$ cat config.mk
export PLATFORM = sky130hd
export DESIGN_NAME = videogen_ctrl_flat
export DESIGN_NICKNAME = d
export VERILOG_FILES = /design/src/rtl/videogen_ctrl_if.sv /design/src/rtl/videogen_ctrl.sv /design/src/flat_wrapper.sv
export SDC_FILE = /design/constraint.sdc
export NUM_CORES = 1
export LEC_CHECK = 0
export CAP_MARGIN = 10
export CORE_AREA = 2 2 68 83
export DETAILED_ROUTE_END_ITERATION = 6
export DIE_AREA = 0 0 70 85
export PLACE_DENSITY_LB_ADDON = 0.12
export SYNTH_ARGS = -nofsm -noshare
export SYNTH_HDL_FRONTEND = slang
export SYNTH_SLANG_ARGS = --single-unit
$ cat constraint.sdc
create_clock -name clk27 -period 3.7 [get_ports clk27]
set_clock_uncertainty 0.1 [all_clocks]
set_input_delay 0.74 -clock clk27 [delete_from_list [all_inputs] [get_ports clk27]]
set_output_delay 0.74 -clock clk27 [all_outputs]
set_load 0.05 [all_outputs]
$ cat src/rtl/videogen_ctrl_if.sv
// Config request channel for videogen_ctrl: valid/ready handshake carrying run state and pattern.
interface videogen_ctrl_if;
  logic       cfg_valid;
  logic       cfg_ready;
  logic       cfg_enable;
  logic [2:0] cfg_pattern;

  modport master (output cfg_valid, output cfg_enable, output cfg_pattern, input cfg_ready);
  modport slave  (input cfg_valid, input cfg_enable, input cfg_pattern, output cfg_ready);
endinterface

$ cat src/rtl/videogen_ctrl.sv
// Test-pattern generator sequencer: restarts the generator and applies pattern changes on VSYNC fall.
// Optional auto pattern cycling is built when VIDEOGEN_AUTO_CYCLE_EN is defined.
module videogen_ctrl #(
  parameter int RST_CYCLES   = 4,
  parameter int TIMEOUT_CYC  = 1000000,
  parameter int NUM_PATTERNS = 4
`ifdef VIDEOGEN_AUTO_CYCLE_EN
  , parameter int AUTO_FRAMES = 120
`endif
) (
  input  logic          clk27,
  input  logic          reset,
  input  logic          vsync_in,
  videogen_ctrl_if.slave cfg,
  output logic          gen_reset_n,
  output logic          gen_enable,
  output logic [2:0]    pattern_sel,
  output logic [15:0]   frame_cnt,
  output logic          timeout_err
);
  localparam logic [2:0] S_OFF     = 3'd0;
  localparam logic [2:0] S_RESTART = 3'd1;
  localparam logic [2:0] S_RUN     = 3'd2;
  localparam logic [2:0] S_PEND    = 3'd3;
  localparam logic [2:0] S_STOP    = 3'd4;

  localparam int RST_W = $clog2(RST_CYCLES + 1);
  localparam int TMO_W = $clog2(TIMEOUT_CYC + 1);
  localparam logic [RST_W-1:0] RST_LAST = RST_W'(RST_CYCLES - 1);
  localparam logic [TMO_W-1:0] TMO_LAST = TMO_W'(TIMEOUT_CYC - 1);

  logic [2:0]       state;
  logic             vs_prev;
  logic             ready_q;
  logic [2:0]       req_pat;
  logic [RST_W-1:0] rst_cnt;
  logic [TMO_W-1:0] tmo_cnt;

  logic       vs_edge, accept, tmo_hit;
  logic [2:0] pat_in;

  assign vs_edge       = vs_prev & ~vsync_in;
  assign accept        = cfg.cfg_valid & ready_q;
  assign tmo_hit       = (tmo_cnt == TMO_LAST);
  assign pat_in        = (32'(cfg.cfg_pattern) < NUM_PATTERNS) ? cfg.cfg_pattern : 3'd0;
  assign cfg.cfg_ready = ready_q;

`ifdef VIDEOGEN_AUTO_CYCLE_EN
  localparam int AUTO_W = $clog2(AUTO_FRAMES + 1);
  localparam logic [AUTO_W-1:0] AUTO_LAST = AUTO_W'(AUTO_FRAMES - 1);
  localparam logic [2:0] PAT_MAX = 3'(NUM_PATTERNS - 1);
  logic [AUTO_W-1:0] auto_cnt;
`endif

  always_ff @(posedge clk27) begin
    if (reset) begin
      state       <= S_OFF;
      gen_reset_n <= 1'b0;
      gen_enable  <= 1'b0;
      pattern_sel <= 3'd0;
      ready_q     <= 1'b1;
      frame_cnt   <= 16'd0;
      timeout_err <= 1'b0;
      vs_prev     <= 1'b1;
      req_pat     <= 3'd0;
      rst_cnt     <= '0;
      tmo_cnt     <= '0;
`ifdef VIDEOGEN_AUTO_CYCLE_EN
      auto_cnt    <= '0;
`endif
    end else begin
      vs_prev <= vsync_in;
      if (accept) begin
        req_pat     <= pat_in;
        ready_q     <= 1'b0;
        timeout_err <= 1'b0;
        tmo_cnt     <= '0;
`ifdef VIDEOGEN_AUTO_CYCLE_EN
        auto_cnt    <= '0;
`endif
      end
      if (gen_enable && vs_edge) frame_cnt <= frame_cnt + 16'd1;

      case (state)
        S_OFF: begin
          if (accept && cfg.cfg_enable) begin
            state       <= S_RESTART;
            rst_cnt     <= '0;
            pattern_sel <= pat_in;
            frame_cnt   <= 16'd0;
          end else if (!ready_q) begin
            ready_q <= 1'b1;
          end
        end
        // Generator is stopped here, so no frame boundary to wait for.
        S_RESTART: begin
          if (rst_cnt == RST_LAST) begin
            gen_reset_n <= 1'b1;
            gen_enable  <= 1'b1;
            state       <= S_RUN;
          end else begin
            rst_cnt <= rst_cnt + 1'b1;
          end
        end
        S_RUN: begin
          if (accept) begin
            state <= cfg.cfg_enable ? S_PEND : S_STOP;
          end else begin
            if (!ready_q) ready_q <= 1'b1;
`ifdef VIDEOGEN_AUTO_CYCLE_EN
            if (vs_edge) begin
              if (auto_cnt == AUTO_LAST) begin
                pattern_sel <= (pattern_sel >= PAT_MAX) ? 3'd0 : pattern_sel + 3'd1;
                auto_cnt    <= '0;
              end else begin
                auto_cnt <= auto_cnt + 1'b1;
              end
            end
`endif
          end
        end
        // A simultaneous edge and timeout counts as a clean frame-boundary apply.
        S_PEND: begin
          if (vs_edge || tmo_hit) begin
            pattern_sel <= req_pat;
            timeout_err <= ~vs_edge;
            state       <= S_RUN;
          end else begin
            tmo_cnt <= tmo_cnt + 1'b1;
          end
        end
        S_STOP: begin
          if (vs_edge || tmo_hit) begin
            gen_enable  <= 1'b0;
            gen_reset_n <= 1'b0;
            timeout_err <= ~vs_edge;
            state       <= S_OFF;
          end else begin
            tmo_cnt <= tmo_cnt + 1'b1;
          end
        end
        default: state <= S_OFF;
      endcase
    end
  end
endmodule

$ cat src/flat_wrapper.sv
// flat-port wrapper written by rule: the top's interface ports become plain ports
module videogen_ctrl_flat 
#(
  parameter int RST_CYCLES   = 4,
  parameter int TIMEOUT_CYC  = 1000000,
  parameter int NUM_PATTERNS = 4

)
  (clk27, reset, vsync_in, gen_reset_n, gen_enable, pattern_sel, frame_cnt, timeout_err, cfg_cfg_valid, cfg_cfg_enable, cfg_cfg_pattern, cfg_cfg_ready);
  videogen_ctrl_if cfg_i ();
  input  logic clk27;
  input  logic reset;
  input  logic vsync_in;
  output logic gen_reset_n;
  output logic gen_enable;
  output logic [2:0] pattern_sel;
  output logic [15:0] frame_cnt;
  output logic timeout_err;
  input wire logic [$bits(cfg_i.cfg_valid)-1:0] cfg_cfg_valid;
  input wire logic [$bits(cfg_i.cfg_enable)-1:0] cfg_cfg_enable;
  input wire logic [$bits(cfg_i.cfg_pattern)-1:0] cfg_cfg_pattern;
  output wire logic [$bits(cfg_i.cfg_ready)-1:0] cfg_cfg_ready;
  assign cfg_i.cfg_valid = cfg_cfg_valid;
  assign cfg_i.cfg_enable = cfg_cfg_enable;
  assign cfg_i.cfg_pattern = cfg_cfg_pattern;
  assign cfg_cfg_ready = cfg_i.cfg_ready;
  videogen_ctrl #(.RST_CYCLES(RST_CYCLES), .TIMEOUT_CYC(TIMEOUT_CYC), .NUM_PATTERNS(NUM_PATTERNS)) u_core (.clk27(clk27), .reset(reset), .vsync_in(vsync_in), .cfg(cfg_i), .gen_reset_n(gen_reset_n), .gen_enable(gen_enable), .pattern_sel(pattern_sel), .frame_cnt(frame_cnt), .timeout_err(timeout_err));
endmodule
==> reports/results.txt <==
Clk pwr share: 0.386
CTS HTree Levels: 2
Sw Ratio: 0.229
Total die area: 5950 um2
Clock buffer depth: 2
Post-CTS Resized: 0
Slew @ Worst Pin: 1020 ps
Syn-to-layout area delta: 16.5%
Crit Path Max Fanout: 14
WL per Instance: 14.1 um
Sequential power share: 0.553
Pint: 765 uW
Worst Setup End Kind: flip-flop
Initial antenna violation count: 0
Final ANT Viol Nets: 0
1st-pass router iterations: 4
Total GRT Usage: 0.192
Worst Setup Start Kind: flip-flop
Worst R2R Path Depth: 6
Final Hold Viols: 0
CTS clk-pin slew, worst paths: 90 ps
Root Driver: clkbuf_8
Share of layout cells above drive strength 1: 0.0644
DR iter-0 viols: 89
Final #Nets: 337
Worst skew pair latency: 300 ps
Residual DRC count: 0
Post-synth EDFFs: 0
Logic gate share of total power: 0.062
IO buf count: 29
Layout fillers: 503
Global-route wire length before repair: 9380 um
Main synth FF type: dfxtp_1
Syn avg cell area: 8.37 um2
CP required: 3800 ps
Distinct cells, synth: 49
Final min period: 2920 ps
Slew Limit Headroom: 0.315
Drt via density: 5.71
PD cells: 337 nW/um2
Starting Density: 0.491
Sw power: 227 uW
Core area: 5150 um2
Detailed placement HPWL: 3810 um
Pleak: 1.10 nW
Period utilisation layout: 0.790
Largest net degree at the start of global routing: 20
Sequential area share after synthesis: 0.396
CTS Buf Count: 5
Min-Delay Path Class: flip-flop to flip-flop
Synth Register Bits: 50
I/O Pins: 31
Max cap viols: 0
Antenna Cells: 0
Pwr Total: 992 uW
Die width: 70 um
Setup Viol. Count Final: 0
Sink Count: 50
Hold depth: 2
Setup bufs post-CTS: 0
Fmax: 0.342 GHz
Routed Wire Length: 5470 um
Gp weighted congestion: 0.791
Total global routing overflow: 0
Critical path data arrival time: 3030 ps
Mapped Nets: 314
Worst VDD drop: 0.239 mV
Warnings, synthesis: 0
Synth async-reset ratio: 0
Via count: 2,215
Hold_buf cts: 0
CTS tree: done
Mapped cell area: 2530 um2
Vias in the first global route: 2,037
Setup TNS: 0 ps
Setup CP Type: flip-flop to flip-flop
Max Slew Vio Count: 0
Cells after Synth: 302
RSZ-0062 raised after global routing: no
Die height: 85 um
FP Rows: 29
Status: completed
[state kept, by name, indices dropped and copies added, names as in the netlist]
name,count
u_core.rst_cnt,3
u_core.vs_prev,1
u_core.tmo_cnt,20
u_core.frame_cnt,16
u_core.cfg.cfg_ready,1
u_core.timeout_err,1
u_core.pattern_sel,2
u_core.req_pat,2
u_core.gen_reset_n,1
u_core.state,3
[worst max-delay path, stage by stage, from the launching register on]
cell	delay (ps)
dfxtp_1	370
or4b_4	560
or3_4	350
o21ai_1	810
buf_4	300
nor4_1	60
a211o_1	260
[metrics by stage]
stage                     area (um2)  setup slack (ps)  hold WS, ps  utilization  std cells
after floorplan                 2530              1480          334            -        302
after global placement          2840               814          336        0.550        380
after detailed placement        2840               776          338        0.550        380
after CTS                       2950               806          353        0.572        388
after global routing            2950               645          374        0.572        388
final                           2950               776          348        0.572        388
[placed cells by master, fill, tap and decap left out, drive strengths merged, types with 11 or more instances in the layout]
cell / n
nor4: 12
nand2: 24
a21oi: 14
nor3: 15
clkdlybuf4s50: 29
nand3: 24
and3: 14
dfxtp: 50
a211o: 11
o21ai: 11
nor2: 23
[cell families (layout without fill, tap and decap cells)]
family | Yosys count | after routing | share of synthesized area
compound gates | 53 | 53 | 0.144
xor+xnor | 14 | 14 | 0.0485
fa+ha+maj | 4 | 4 | 0.0198
buf+inv | 24 | 48 | 0.0431
flops | 50 | 50 | 0.396
mux | 3 | 3 | 0.0129
other cells | 1 | 1 | 0.00148
simple gates | 153 | 153 | 0.334
[worst paths after layout]
| check | start | endpoint | slack (ps) |
|---|---|---|---|
| max | u_core.tmo_cnt[15] | u_core.tmo_cnt[7] | 780 |
| min | u_core.pattern_sel[1] | u_core.pattern_sel[1] | 350 |
| max reg2reg | u_core.tmo_cnt[15] | u_core.tmo_cnt[7] | 780 |
| min reg2reg | u_core.pattern_sel[1] | u_core.pattern_sel[1] | 350 |
[synth_stat cells, types with 4 or more instances]
cell type	n	area (um2)
a31oi_1	6	37.5
nor2b_1	6	37.5
a21oi_1	14	70.1
nand2_1	24	90.1
nand4_1	8	50.1
nand3_1	24	120
o21ai_0	10	50.1
and4_1	5	43.8
inv_1	9	33.8
ha_1	4	50.1
nor3_1	14	70.1
nor2_1	23	86.3
clkbuf_1	8	30.0
xor2_1	6	52.6
a211o_1	11	96.3
and3_1	14	87.6
dfxtp_1	50	1000
xnor2_1	8	70.1
or3_1	6	37.5
nor4_1	12	75.1
[metal layers]
layer / global-route usage / part of all wire / vias to the layer above
met1: 0.245 / 0.47 / 1027
met2: 0.329 / 0.48 / 35
met4: 0.0559 / 0.011 / 0
met3: 0.0404 / 0.038 / 5
li1: - / - / 1148
met5: 0 / 0 / -
[final cells by class]
class | instances | area (um2) | share of cell area
flip-flops and latches | 50 | 1000 | 0.340
inverters | 9 | 33.8 | 0.0115
multi-input cells | 228 | 1420 | 0.481
clock inverters | 2 | 37.5 | 0.0127
clock buffers | 6 | 72.6 | 0.0246
well taps | 62 | 77.6 | 0.0263
repair buffers | 31 | 305 | 0.104
[power groups by stage]
stage / logic (mW) / clock network (mW) / registers (mW)
finish: 0.0614 / 0.382 / 0.548
detailed placement: 0.0619 / 0 / 0.561
floorplan: 0.0347 / 0 / 0.566
CTS: 0.0621 / 0.390 / 0.548
global route: 0.0670 / 0.415 / 0.550
global placement: 0.0617 / 0 / 0.561
Power figures use the tool's default switching activity.
